**src/rtl/serial_alu_seq_if.sv**
```systemverilog
// Host-side bundle for serial_alu_seq: operand/opcode request in,
// busy/done status and assembled result/carry out.
interface serial_alu_seq_if #(
    parameter int WIDTH = 8
);
    logic             start;
    logic [2:0]       op;
    logic [WIDTH-1:0] opa;
    logic [WIDTH-1:0] opb;
    logic             busy;
    logic             done;
    logic [WIDTH-1:0] result;
    logic             carry;

    // Requester side: issues operations and watches completion
    modport master (
        output start, op, opa, opb,
        input  busy, done, result, carry
    );

    // Sequencer side: accepts operations and reports results
    modport slave (
        input  start, op, opa, opb,
        output busy, done, result, carry
    );
endinterface

```
**src/rtl/serial_alu_seq.sv**
```systemverilog
// Bit-serial sequencer for the 1-bit ALU slice. Operands are latched on an
// accepted start and fed to the slice LSB first, one bit pair per clock.
// The slice carry is threaded through a local carry register, and the sum
// bits are shifted into the result from the top so that after WIDTH cycles
// the result is aligned.
module serial_alu_seq #(
    parameter int WIDTH = 8
) (
    input  logic               clk,
    input  logic               reset,
    serial_alu_seq_if.slave    bus,
    output logic [2:0]         alu_oper,
    output logic               alu_a,
    output logic               alu_b,
    output logic               alu_c_in,
    input  logic               alu_sum,
    input  logic               alu_c_out
);

    localparam int CW = (WIDTH > 2) ? $clog2(WIDTH) : 1;
    localparam logic [CW-1:0] LAST_BIT = CW'(WIDTH - 1);

    typedef enum logic [1:0] {
        IDLE  = 2'd0,
        SHIFT = 2'd1,
        DONE  = 2'd2
    } state_t;

    state_t           state_q,  state_d;
    logic [WIDTH-1:0] opa_q,    opa_d;
    logic [WIDTH-1:0] opb_q,    opb_d;
    logic [WIDTH-1:0] result_q, result_d;
    logic [CW-1:0]    count_q,  count_d;
    logic [2:0]       oper_q,   oper_d;
    logic             cin_q,    cin_d;
    logic             carry_q,  carry_d;
    logic             busy_q,   busy_d;
    logic             done_q,   done_d;

    // Next-state logic. Operand registers shift in zeros, so they are empty
    // again by the time DONE is reached and the slice inputs read as 0 outside
    // SHIFT without extra gating. The carry register is cleared on the last
    // bit for the same reason.
    always_comb begin
        state_d  = state_q;
        opa_d    = opa_q;
        opb_d    = opb_q;
        result_d = result_q;
        count_d  = count_q;
        oper_d   = oper_q;
        cin_d    = cin_q;
        carry_d  = carry_q;
        busy_d   = busy_q;
        done_d   = 1'b0;

        case (state_q)
            IDLE: begin
                if (bus.start) begin
                    opa_d   = bus.opa;
                    opb_d   = bus.opb;
                    oper_d  = bus.op;
                    count_d = '0;
                    cin_d   = (bus.op == 3'b001);
                    busy_d  = 1'b1;
                    state_d = SHIFT;
                end
            end

            SHIFT: begin
                result_d = {alu_sum, result_q[WIDTH-1:1]};
                opa_d    = opa_q >> 1;
                opb_d    = opb_q >> 1;
                count_d  = count_q + CW'(1);
                case (oper_q)
                    3'b000, 3'b001: cin_d = alu_c_out;
                    3'b010:         cin_d = ~alu_c_out;
                    default:        cin_d = 1'b0;
                endcase
                if (count_q == LAST_BIT) begin
                    carry_d = (oper_q <= 3'b010) ? alu_c_out : 1'b0;
                    cin_d   = 1'b0;
                    count_d = '0;
                    busy_d  = 1'b0;
                    done_d  = 1'b1;
                    state_d = DONE;
                end
            end

            DONE: begin
                state_d = IDLE;
            end

            default: begin
                state_d = IDLE;
                busy_d  = 1'b0;
            end
        endcase
    end

    // State and output registers; reset discards any operation in flight
    always_ff @(posedge clk or posedge reset) begin
        if (reset) begin
            state_q  <= IDLE;
            opa_q    <= '0;
            opb_q    <= '0;
            result_q <= '0;
            count_q  <= '0;
            oper_q   <= 3'b000;
            cin_q    <= 1'b0;
            carry_q  <= 1'b0;
            busy_q   <= 1'b0;
            done_q   <= 1'b0;
        end else begin
            state_q  <= state_d;
            opa_q    <= opa_d;
            opb_q    <= opb_d;
            result_q <= result_d;
            count_q  <= count_d;
            oper_q   <= oper_d;
            cin_q    <= cin_d;
            carry_q  <= carry_d;
            busy_q   <= busy_d;
            done_q   <= done_d;
        end
    end

    assign bus.busy   = busy_q;
    assign bus.done   = done_q;
    assign bus.result = result_q;
    assign bus.carry  = carry_q;

    assign alu_oper = oper_q;
    assign alu_a    = opa_q[0];
    assign alu_b    = opb_q[0];
    assign alu_c_in = cin_q;

endmodule

```
**src/flat_wrapper.sv**
```systemverilog
// flat-port wrapper written by rule: the top's interface ports become plain ports
module serial_alu_seq_flat 
#(
    parameter int WIDTH = 8
)
  (clk, reset, alu_oper, alu_a, alu_b, alu_c_in, alu_sum, alu_c_out, bus_start, bus_op, bus_opa, bus_opb, bus_busy, bus_done, bus_result, bus_carry);
  serial_alu_seq_if #(.WIDTH(WIDTH)) bus_i ();
  input  logic clk;
  input  logic reset;
  output logic [2:0] alu_oper;
  output logic alu_a;
  output logic alu_b;
  output logic alu_c_in;
  input  logic alu_sum;
  input  logic alu_c_out;
  input wire logic [$bits(bus_i.start)-1:0] bus_start;
  input wire logic [$bits(bus_i.op)-1:0] bus_op;
  input wire logic [$bits(bus_i.opa)-1:0] bus_opa;
  input wire logic [$bits(bus_i.opb)-1:0] bus_opb;
  output wire logic [$bits(bus_i.busy)-1:0] bus_busy;
  output wire logic [$bits(bus_i.done)-1:0] bus_done;
  output wire logic [$bits(bus_i.result)-1:0] bus_result;
  output wire logic [$bits(bus_i.carry)-1:0] bus_carry;
  assign bus_i.start = bus_start;
  assign bus_i.op = bus_op;
  assign bus_i.opa = bus_opa;
  assign bus_i.opb = bus_opb;
  assign bus_busy = bus_i.busy;
  assign bus_done = bus_i.done;
  assign bus_result = bus_i.result;
  assign bus_carry = bus_i.carry;
  serial_alu_seq #(.WIDTH(WIDTH)) u_core (.clk(clk), .reset(reset), .bus(bus_i), .alu_oper(alu_oper), .alu_a(alu_a), .alu_b(alu_b), .alu_c_in(alu_c_in), .alu_sum(alu_sum), .alu_c_out(alu_c_out));
endmodule
```
**config.mk**
```make
export PLATFORM = sky130hd
export DESIGN_NAME = serial_alu_seq_flat
export DESIGN_NICKNAME = d
export VERILOG_FILES = /design/src/rtl/serial_alu_seq_if.sv /design/src/rtl/serial_alu_seq.sv /design/src/flat_wrapper.sv
export SDC_FILE = /design/constraint.sdc
export NUM_CORES = 1
export LEC_CHECK = 0
export CAP_MARGIN = 20
export CORE_UTILIZATION = 40
export CTS_BUF_LIST = sky130_fd_sc_hd__clkbuf_2
export DETAILED_ROUTE_END_ITERATION = 8
export GPL_TIMING_DRIVEN = 0
export MAX_ROUTING_LAYER = met4
export PLACE_DENSITY = 0.7
export SKIP_CTS_REPAIR_TIMING = 1
export SYNTH_ARGS = -nofsm -noshare
export SYNTH_HDL_FRONTEND = slang
export SYNTH_SLANG_ARGS = --single-unit
```
**constraint.sdc**
```tcl
create_clock -name clk -period 4.1 [get_ports clk]
set_clock_uncertainty 0.2 [all_clocks]
set_input_delay 0.41 -clock clk [delete_from_list [all_inputs] [get_ports clk]]
set_output_delay 0.41 -clock clk [all_outputs]
set_load 0.05 [all_outputs]
```
# [Word-level counts from Yosys, hierarchy flattened]
# Cells that the tools add are included.
[op_classes] addsub=1 order_cmp=1 n_eq_ne=8 muxes=20 bitwise_logic=2 n_reduce_logical=9
[ops] cell="$pmux 8 s2" count=2
[ops] cell="$mux 8" count=2
[ops] cell="$reduce_and 2->1" count=4
[ops] cell="$mux 1" count=7
[ops] cell="$eq 3x1->1 const B" count=2
[ops] cell="$mux 3" count=2
[ops] cell="$pmux 3 s2" count=1
[ops] cell="$mux 2" count=2
[ops] cell="$pmux 1 s2" count=2
[ops] cell="$pmux 2 s2" count=1
[ops] cell="$add 3x1->3 const B" count=1
[ops] cell="$eq 3x2->1 const B" count=1
[ops] cell="$eq 3x3->1 const B" count=1
[ops] cell="$le 3x2->1 const B" count=1
[ops] cell="$logic_not 3->1" count=1
[ops] cell="$pmux 1 s3" count=1
[ops] cell="$reduce_and 3->1" count=1
[ops] cell="$eq 2x1->1 const B" count=1
[ops] cell="$eq 2x2->1 const B" count=1
[ops] cell="$logic_not 2->1" count=1
[ops] cell="$ne 2x1->1 const B" count=1
[ops] cell="$ne 2x2->1 const B" count=1
[ops] cell="$not 1->1" count=2
[ops] cell="$reduce_bool 2->1" count=1
[ops] cell="$reduce_or 2->1" count=1
[word_totals] regBits=36 input_bits=24 output_inout_bits=17 wordCells=51

# [Depth between registers and ports, before layout]
# Gate-level depths: netlist (run 1).
[depth] word_depth=5 mapped_depth=5 depth_no_buf=5

# [Worst setup path after synthesis (run 1)]
# No wires, ideal clock.
[synth_path] kind="reg-to-reg" start="register u_core.count_q[0]" end="register u_core.carry_q (netlist: u_core.bus.carry)" setup_ns=0.128 arrival_time_ns=1.210 required_time_ns=3.772 slack_ns=2.562 path_stages_with_launch=5 n_path_buf=0 period_less_slack_ns=1.538 cell_sequence="dfrtp_1 -> ha_1 -> ha_1 -> and2_4 -> mux2_1"
[synth_between] elab_chain_cells=2
[synth_lines] element="from (decl)" line_no="serial_alu_seq.sv:33" text="logic [CW-1:0] count_q, count_d;"
[synth_lines] element="from (signal assigned)" line_no="serial_alu_seq.sv:118" text="count_q <= count_d;"
[synth_lines] element="$eq 3x3->1" line_no="serial_alu_seq.sv:79" text="if (count_q == LAST_BIT) begin"
[synth_lines] element="$reduce_and 2->1 (no source line)"
[synth_lines] element="to (signal assigned)" line_no="serial_alu_seq.sv:121" text="carry_q <= carry_d;"
[synth_lines] element="to (decl)" line_no="serial_alu_seq.sv:36" text="logic carry_q, carry_d;"
# Every way passes these cells.
# A chain may end at the register's enable or synchronous reset.

# [Worst setup path after layout (run 1)]
[layout_path] start="register u_core.oper_q[1] (netlist: u_core.alu_oper[1])" end="output port alu_oper[1]"
[layout_lines] element="from (decl)" line_no="serial_alu_seq.sv:34" text="logic [2:0] oper_q, oper_d;"
[layout_lines] element="from (signal assigned)" line_no="serial_alu_seq.sv:119" text="oper_q <= oper_d;"
[layout_lines] element="to (decl)" line_no="flat_wrapper.sv:10" text="output logic [2:0] alu_oper;"
# No word-level cell between the ends.

==> qor.json, run 1 <==
{
  "setup_path": {
    "worstPathCellList": "clkdlybuf4s50_1",
    "path_class": "flip-flop to primary output",
    "worst_endpoint_required_time_ps": 3490,
    "crit_path_top_delay_cell": "clkdlybuf4s50_1",
    "path_max_fanout": 5,
    "critPathLaunchType": "flip-flop",
    "path_buf_inv": 1,
    "timing.critical_path.slowest_cell_delay_ps": 830,
    "crit_arrival_ps": 1660,
    "crit_family": "buffers and inverters",
    "cp-end-kind": "primary output"
  },
  "timing": {
    "timing.setup.tns_ps": 0,
    "rsz0062_at_grt": "false",
    "setup_slack_ps": 1833,
    "max-slew-margin-rel_pct": 55.13,
    "maximum_clock_frequency_mhz": 441.0,
    "hold_viol_final": 0,
    "max_slew.worst_pin.slew_ps": 672.3,
    "slew_viol_final": 0,
    "timing.final.setup_violations": 0,
    "fin_crit_sh_pct": 55.30,
    "hold_slack_ps": 201.0,
    "fin_crit_ps": 2267
  },
  "final_layout": {
    "finish.utilization_pct": 56.63,
    "total_area_of_multi_input_combinational_cells_um2": 619.3,
    "top_library_cells_by_usage_in_the_layout_fill_and_taps_aside": "40 x clkdlybuf4s50_1, 36 x dfrtp_1, 20 x nand2_1",
    "mostFrequentLayoutCell": "clkdlybuf4s50_1",
    "layout.nets": 208,
    "ff_latch_area_um2": 900.9,
    "antennaDiodeCount": 0,
    "fillers": 347,
    "final_cell_count_no_fill": 231,
    "post_route_cells_drive_above_1_share_pct": 7.104,
    "synthToLayoutAreaGrowth_pct": 33.39
  },
  "logic_synthesis": {
    "postSynthRegisterBits": 36,
    "netlist_area_um2": 1578,
    "netlist-cell-type-count": 25,
    "synth.net_count": 160,
    "yosysWarningCount": 0,
    "synth_cells": 134,
    "ys_seq_area_share_pct": 57.10,
    "synthesis.area_per_instance_um2": 11.77
  },
  "run": {
    "cap_violations": 0
  },
  "die": {
    "placeable_area_um2": 3716,
    "core.rowCount": 22,
    "dieWidth_um": 64.81,
    "start_util_pct": 42.46,
    "dieArea_um2": 4200,
    "boundaryPins": 41,
    "die_height_um": 64.81
  },
  "power": {
    "sequentialPowerShare_pct": 35.8,
    "internal_power_mw": 0.9572,
    "leakage_nw": 0.9718,
    "max_rail_drop_vdd_v": 0.0004653,
    "pwr-share-clk_pct": 8.7,
    "switching_power_mw": 0.7806,
    "switching_share_pct": 44.92,
    "power_per_cell_area_nw_per_um2": 825.7,
    "p_comb_share_pct": 55.5
  },
  "status": {
    "run_status": "finished clean"
  },
  "route": {
    "post_drt_wl_per_cell_um": 13.58,
    "routed_wirelength_mm": 3.138,
    "firstDrtPassIters": 4,
    "drt-vias-per-instance": 4.931,
    "remaining_drc_errors": 0,
    "vias": 1139,
    "drtIter0Drc": 37,
    "antenna_violating_nets_post_route": 0
  },
  "global_routing": {
    "grt_pass1_vias": 1206,
    "grt_first_pass_wirelength_mm": 5.230,
    "grt_use_total_pct": 17.42,
    "grt_antenna_before_repair": 0,
    "grt_max_degree": 22,
    "grt_remaining_overflow": 0
  },
  "placed_design": {
    "io_buffers": 40,
    "pre_cts_slack_ps": 1888,
    "half_perimeter_wire_length_after_placement_mm": 2.345,
    "dp.cells": 223,
    "place.gp.congestion": 0.7328
  },
  "clock_tree": {
    "cts-root-buf": "clkbuf_2",
    "cts_buffers": 5,
    "clock_tree_from_tritoncts": "yes",
    "clock_sink_count": 36,
    "maximum_number_of_buffers_from_clock_root_to_sink": 2,
    "cts-htree-levels": 2,
    "clk_latency_ps": 380,
    "clkSlewWorstSetupHoldPaths_ps": 180
  },
  "min_path": {
    "hold_path.class": "input pin to asynchronous set/reset pin"
  }
}
## synth_stat cells
cell,n,area share (%)
a211oi_1,1,0.48
a21oi_1,2,0.63
a22o_1,2,1.1
and2_1,1,0.40
and2_4,1,0.56
and2b_1,1,0.48
buf_2,1,0.32
buf_4,1,0.48
buf_6,1,0.71
buf_8,1,0.95
clkbuf_1,2,0.48
dfrtp_1,36,57
ha_1,2,1.6
inv_1,3,0.71
mux2_1,12,8.6
mux2i_1,15,9.5
nand2_1,20,4.8
nor2_1,4,0.95
nor2b_1,5,2.0
nor3b_1,1,0.48
o211ai_1,2,0.95
o21ai_0,3,0.95
o21ai_1,15,4.8
o21bai_1,1,0.48
or4b_1,1,0.63
## through the flow
step	cell area, µm²	total power, mW
2_1_floorplan	1578	1.312
4_1_cts	2105	1.764
3_5_place_dp	2066	1.612
6_report	2105	1.738
5_1_grt	2105	1.857
3_3_place_gp	2038	1.572
## power by group through the flow
stage / logic (mW) / clock network, mW / registers (mW)
final: 0.965 / 0.150 / 0.623
after global routing: 1.03 / 0.176 / 0.647
after CTS: 0.981 / 0.159 / 0.625
after detailed placement: 0.979 / 0 / 0.633
after global placement: 0.952 / 0 / 0.621
after floorplan: 0.434 / 0 / 0.878
## kinds of logic (layout without fill, tap and decap cells)
logic type | count (synthesis) | in the layout | share of synthesized area [%]
AOI/OAI and AO/OA | 26 | 26 | 9.358
adders and majority gates | 2 | 2 | 1.586
buffers and inverters | 9 | 58 | 3.648
DFF | 36 | 36 | 57.10
muxes | 27 | 27 | 18.08
and+or+nand+nor | 34 | 34 | 10.23
## cell type report
type | instances | area share, %
Buffer | 6 | 2.200
Clock buffer | 5 | 1.189
Clock inverter | 3 | 0.6540
Inverter | 3 | 0.5351
Multi-Input combinational cell | 89 | 29.43
Sequential cell | 36 | 42.81
Tap cell | 48 | 2.854
Timing Repair Buffer | 41 | 20.33
## state kept, by name, summed over array words and instances, names as in the netlist
register and cells:
u_core.bus.result 8, u_core.opa_q 8, u_core.opb_q 8, u_core.alu_oper 3, u_core.count_q 3, u_core.state_q 2, u_core.alu_c_in 1, u_core.bus.busy 1
u_core.bus.carry 1, u_core.bus.done 1
## worst paths after layout
kind,start,to,slack (ps),depth (start not counted)
max,u_core.alu_oper[1],alu_oper[1],1830,1
min,reset,u_core.opb_q[1],200,2
max reg2reg,u_core.state_q[0],u_core.opb_q[0],2330,4
min reg2reg,u_core.count_q[0],u_core.count_q[0],300,1
max in group asynchronous,reset,u_core.bus.done,2960,3
min in group clk,u_core.count_q[0],u_core.count_q[0],300,1
## routing by layer
metal  GRT usage, %  up-vias  wire length (µm)
li1               -      559                 -
met1          20.00      540              1422
met2          28.78       33              1490
met3          4.930        7               175
met4          6.667        0                49
met5              -        -                 0
(Power assumes the default switching activity.)
==> inputs of run 2 (changes only) <==
==> constraint.sdc (replaced) <==
create_clock -name clk -period 2.1 [get_ports clk]
set_clock_uncertainty 0.2 [all_clocks]
set_input_delay 0.21 -clock clk [delete_from_list [all_inputs] [get_ports clk]]
set_output_delay 0.21 -clock clk [all_outputs]
set_load 0.05 [all_outputs]
==> qor.json, run 2 (synthesis gave the netlist of run 1 again) <==
{
  "status": {
    "run_status": "finished clean"
  },
  "setup_path": {
    "critPathLaunchType": "flip-flop",
    "cp-end-kind": "primary output",
    "crit_path_top_delay_cell": "clkdlybuf4s50_1",
    "path_max_fanout": 4,
    "path_class": "flip-flop to primary output",
    "crit_family": "buffers and inverters",
    "worst_endpoint_required_time_ps": 1690,
    "path_buf_inv": 1,
    "crit_arrival_ps": 1610,
    "worstPathCellList": "clkdlybuf4s50_1",
    "timing.critical_path.slowest_cell_delay_ps": 830
  },
  "final_layout": {
    "post_route_cells_drive_above_1_share_pct": 7.065,
    "antennaDiodeCount": 0,
    "mostFrequentLayoutCell": "clkdlybuf4s50_1",
    "layout.nets": 209,
    "finish.utilization_pct": 57.10,
    "synthToLayoutAreaGrowth_pct": 34.50,
    "final_cell_count_no_fill": 232,
    "top_library_cells_by_usage_in_the_layout_fill_and_taps_aside": "37 x clkdlybuf4s50_1, 36 x dfrtp_1, 20 x nand2_1"
  },
  "timing": {
    "max-slew-margin-rel_pct": 55.12,
    "max_slew.worst_pin.slew_ps": 672.4,
    "hold_slack_ps": 235.2,
    "maximum_clock_frequency_mhz": 495.1,
    "rsz0062_at_grt": "false",
    "slew_viol_final": 0,
    "fin_crit_ps": 2020,
    "timing.setup.tns_ps": 0,
    "timing.final.setup_violations": 0,
    "hold_viol_final": 0,
    "fin_crit_sh_pct": 96.19
  },
  "die": {
    "die_height_um": 64.81,
    "dieWidth_um": 64.81,
    "start_util_pct": 42.46,
    "core.rowCount": 22,
    "boundaryPins": 41,
    "dieArea_um2": 4200,
    "placeable_area_um2": 3716
  },
  "route": {
    "drt-vias-per-instance": 4.935,
    "routed_wirelength_mm": 3.160,
    "vias": 1145,
    "remaining_drc_errors": 0,
    "firstDrtPassIters": 4,
    "post_drt_wl_per_cell_um": 13.62,
    "antenna_violating_nets_post_route": 0,
    "drtIter0Drc": 30
  },
  "clock_tree": {
    "clock_sink_count": 36,
    "clock_tree_from_tritoncts": "yes",
    "maximum_number_of_buffers_from_clock_root_to_sink": 2,
    "clk_latency_ps": 380,
    "cts_buffers": 5,
    "cts-htree-levels": 2,
    "clkSlewWorstSetupHoldPaths_ps": 150,
    "cts-root-buf": "clkbuf_2"
  },
  "run": {
    "cap_violations": 0
  },
  "global_routing": {
    "grt_max_degree": 22,
    "grt_antenna_before_repair": 0,
    "grt_first_pass_wirelength_mm": 5.230,
    "grt_use_total_pct": 17.42,
    "grt_pass1_vias": 1206,
    "grt_remaining_overflow": 0
  },
  "placed_design": {
    "half_perimeter_wire_length_after_placement_mm": 2.345,
    "io_buffers": 40,
    "place.gp.congestion": 0.7328,
    "dp.cells": 223
  },
  "power": {
    "report.power.total_mw": 3.389,
    "max_rail_drop_vdd_v": 0.0009104,
    "leakage_nw": 1.003,
    "power_per_cell_area_nw_per_um2": 1597
  },
  "min_path": {
    "hold_path.class": "input pin to flip-flop"
  }
}
## run 2: cell types whose count changed in the layout (fill, tap and decap cells not counted), sizes merged
cell / previous run / this run
dlymetal6s2s: 0 / 3
dlygate4sd3: 0 / 1
clkdlybuf4s50: 40 / 37
## run 2: per-layer routing
layer  up-vias  global-route usage [%]  routed length [µm]
met5         -                       -                   0
met4         0                   6.667                  49
met3         7                   4.930                 187
met2        33                   28.78                1516
met1       544                   20.00                1406
li1        561                       -                   -
## run 2: layout make-up
type / instances / area [µm²]
buffer: 6 / 46.29
clock buffer: 5 / 25.02
clock inverter: 3 / 13.76
fill: 346 / 1594
inverter: 3 / 11.26
multi-input combinational: 89 / 619.3
sequential: 36 / 900.9
tap: 48 / 60.06
timing repair buffer: 42 / 445.4
## run 2: worst paths after layout
| kind | from | to | slack [ps] | cells past startpoint |
|---|---|---|---|---|
| hold reg to reg | u_core.count_q[0] | u_core.count_q[0] | 300 | 1 |
| hold / removal | alu_sum | u_core.bus.result[7] | 240 | 2 |
| setup reg to reg | u_core.state_q[0] | u_core.opb_q[0] | 330 | 4 |
| max in group asynchronous | reset | u_core.bus.done | 580 | 4 |
| min in group asynchronous | reset | u_core.opb_q[1] | 580 | 3 |
| setup / recovery | u_core.alu_oper[0] | alu_oper[0] | 80 | 1 |
## run 2: metrics by stage
step | worst slack (ps) | cell area, µm²
6_report | 80.01 | 2122
5_1_grt | 3.676 | 2122
4_1_cts | 10.63 | 2105
3_5_place_dp | 87.83 | 2066
3_3_place_gp | 133.1 | 2038
2_1_floorplan | 562.3 | 1578
## run 2: where the power goes
group	internal (mW)	switching [mW]	total [mW]
clock network	0.0746	0.219	0.294
registers	1.01	0.209	1.21
logic	0.787	1.09	1.88
total	1.87	1.52	3.39
==> inputs of run 3 (changes only) <==
--- a/config.mk
+++ b/config.mk
@@ -12,6 +12,7 @@
 export GPL_TIMING_DRIVEN = 0
 export MAX_ROUTING_LAYER = met4
 export PLACE_DENSITY = 0.7
+export SETUP_SLACK_MARGIN = 0.1
 export SKIP_CTS_REPAIR_TIMING = 1
 export SYNTH_ARGS = -nofsm -noshare
 export SYNTH_HDL_FRONTEND = slang
==> constraint.sdc (replaced) <==
create_clock -name clk -period 1.9 [get_ports clk]
set_clock_uncertainty 0.2 [all_clocks]
set_input_delay 0.19 -clock clk [delete_from_list [all_inputs] [get_ports clk]]
set_output_delay 0.19 -clock clk [all_outputs]
set_load 0.05 [all_outputs]
==> qor.json, run 3 (synthesis gave the netlist of run 1 again) <==
{
  "final_layout": {
    "post_route_cells_drive_above_1_share_pct": 8.152,
    "top_library_cells_by_usage_in_the_layout_fill_and_taps_aside": "36 x dfrtp_1, 23 x clkdlybuf4s50_1, 20 x nand2_1",
    "finish.utilization_pct": 58.11,
    "final_area_um2": 2160,
    "synthToLayoutAreaGrowth_pct": 36.88,
    "antennaDiodeCount": 0,
    "final_cell_count_no_fill": 232,
    "mostFrequentLayoutCell": "dfrtp_1",
    "layout.nets": 209,
    "fillers": 341
  },
  "setup_path": {
    "path_class": "flip-flop to flip-flop",
    "crit_arrival_ps": 1720,
    "worst_endpoint_required_time_ps": 1960,
    "path_max_fanout": 5,
    "path_buf_inv": 0,
    "r2r_setup_slk_ps": 240,
    "crit_top_cell": "ha_1",
    "timing.critical_path.slowest_cell_delay_ps": 430,
    "crit_family": "adder cells",
    "critPathLaunchType": "flip-flop",
    "worstPathCellList": "ha_1 > ha_1 > and2_4 > mux2_1",
    "cp-end-kind": "flip-flop",
    "crit_path_top_delay_cell": "dfrtp_1"
  },
  "timing": {
    "rsz0062_at_grt": "false",
    "maximum_clock_frequency_mhz": 602.4,
    "slew_viol_final": 0,
    "max_slew.worst_pin.slew_ps": 670.6,
    "hold_slack_ps": 214.4,
    "max-slew-margin-rel_pct": 55.25,
    "fin_crit_ps": 1660,
    "setup_slack_ps": 240.0,
    "timing.final.setup_violations": 0,
    "hold_viol_final": 0,
    "fin_crit_sh_pct": 87.37
  },
  "route": {
    "drt-vias-per-instance": 4.944,
    "remaining_drc_errors": 0,
    "vias": 1147,
    "drtIter0Drc": 35,
    "antenna_violating_nets_post_route": 0,
    "firstDrtPassIters": 4,
    "post_drt_wl_per_cell_um": 13.64,
    "routed_wirelength_mm": 3.164
  },
  "die": {
    "dieArea_um2": 4200,
    "placeable_area_um2": 3716,
    "core.rowCount": 22,
    "boundaryPins": 41,
    "dieWidth_um": 64.81,
    "die_height_um": 64.81,
    "start_util_pct": 42.46
  },
  "global_routing": {
    "grt_pass1_vias": 1206,
    "grt_antenna_before_repair": 0,
    "grt_remaining_overflow": 0,
    "grt_first_pass_wirelength_mm": 5.230,
    "grt_use_total_pct": 17.42,
    "grt_max_degree": 22
  },
  "clock_tree": {
    "cts-htree-levels": 2,
    "clk_latency_ps": 370,
    "clock_tree_from_tritoncts": "yes",
    "clkSlewWorstSetupHoldPaths_ps": 180,
    "maximum_number_of_buffers_from_clock_root_to_sink": 2,
    "cts_buffers": 5,
    "clock_sink_count": 36,
    "cts-root-buf": "clkbuf_2"
  },
  "min_path": {
    "hold_path.class": "input pin to flip-flop"
  },
  "power": {
    "switching_share_pct": 44.96,
    "leakage_nw": 1.165,
    "max_rail_drop_vdd_v": 0.0008744,
    "sequentialPowerShare_pct": 35.8,
    "power_per_cell_area_nw_per_um2": 1728,
    "p_comb_share_pct": 55.6,
    "pwr-share-clk_pct": 8.7,
    "switching_power_mw": 1.678,
    "internal_power_mw": 2.054
  },
  "status": {
    "run_status": "finished clean"
  },
  "placed_design": {
    "half_perimeter_wire_length_after_placement_mm": 2.345,
    "io_buffers": 40,
    "dp.cells": 223,
    "place.gp.congestion": 0.7328,
    "place_area_um2": 2066,
    "pre_cts_slack_ps": -92.17
  },
  "run": {
    "cap_violations": 0
  }
}
run 3: per-layer routing:
layer	vias to the layer above	wire length [µm]	GRT usage [%]	share of wire (%)
met1	548	1366	20.00	43
met5	-	0	-	0
met3	7	193	4.930	6.1
li1	559	-	-	-
met4	0	49	6.667	1.5
met2	33	1554	28.78	49
run 3: worst paths after layout:
path / startpoint / end / depth (start not counted)
setup / recovery: u_core.count_q[0] / u_core.bus.carry / 4
hold / removal: alu_sum / u_core.bus.result[7] / 2
setup reg to reg: u_core.count_q[0] / u_core.bus.carry / 4
hold reg to reg: u_core.count_q[0] / u_core.count_q[0] / 1
max in group asynchronous: reset / u_core.bus.done / 4
min in group asynchronous: reset / u_core.opb_q[1] / 3
run 3: area by class of cell:
type / instances / area, µm² / share of cell area, %
Timing Repair Buffer: 42 / 480.5 / 22.25
Buffer: 6 / 48.80 / 2.260
Clock inverter: 3 / 13.76 / 0.6373
Multi-Input combinational cell: 89 / 619.3 / 28.68
Tap cell: 48 / 60.06 / 2.781
Clock buffer: 5 / 25.02 / 1.159
Sequential cell: 36 / 900.9 / 41.71
Inverter: 3 / 11.26 / 0.5214
run 3: worst reg2reg max path, delay by kind of cell (launching register included):
family / cells / cell delay [ps]
AND/OR/NAND/NOR: 1 / 170
adder cells (fa/ha/maj): 2 / 440
multiplexers: 1 / 300
flip-flops: 1 / 430
run 3: power by group through the flow:
stage,Clock [mW],Sequential [mW],Combinational [mW]
floorplan,0,1.89,0.937
global placement,0,1.34,2.05
detailed placement,0,1.37,2.11
CTS,0.342,1.35,2.12
global route,0.381,1.39,2.22
finish,0.323,1.34,2.07
run 3: metrics by stage:
| step | power (mW) | TNS (ps) |
|---|---|---|
| after global routing | 3.989 | 0 |
| final | 3.732 | 0 |
| after detailed placement | 3.478 | -1231 |
| after CTS | 3.806 | -1741 |
| after floorplan | 2.832 | 0 |
| after global placement | 3.393 | -1785 |
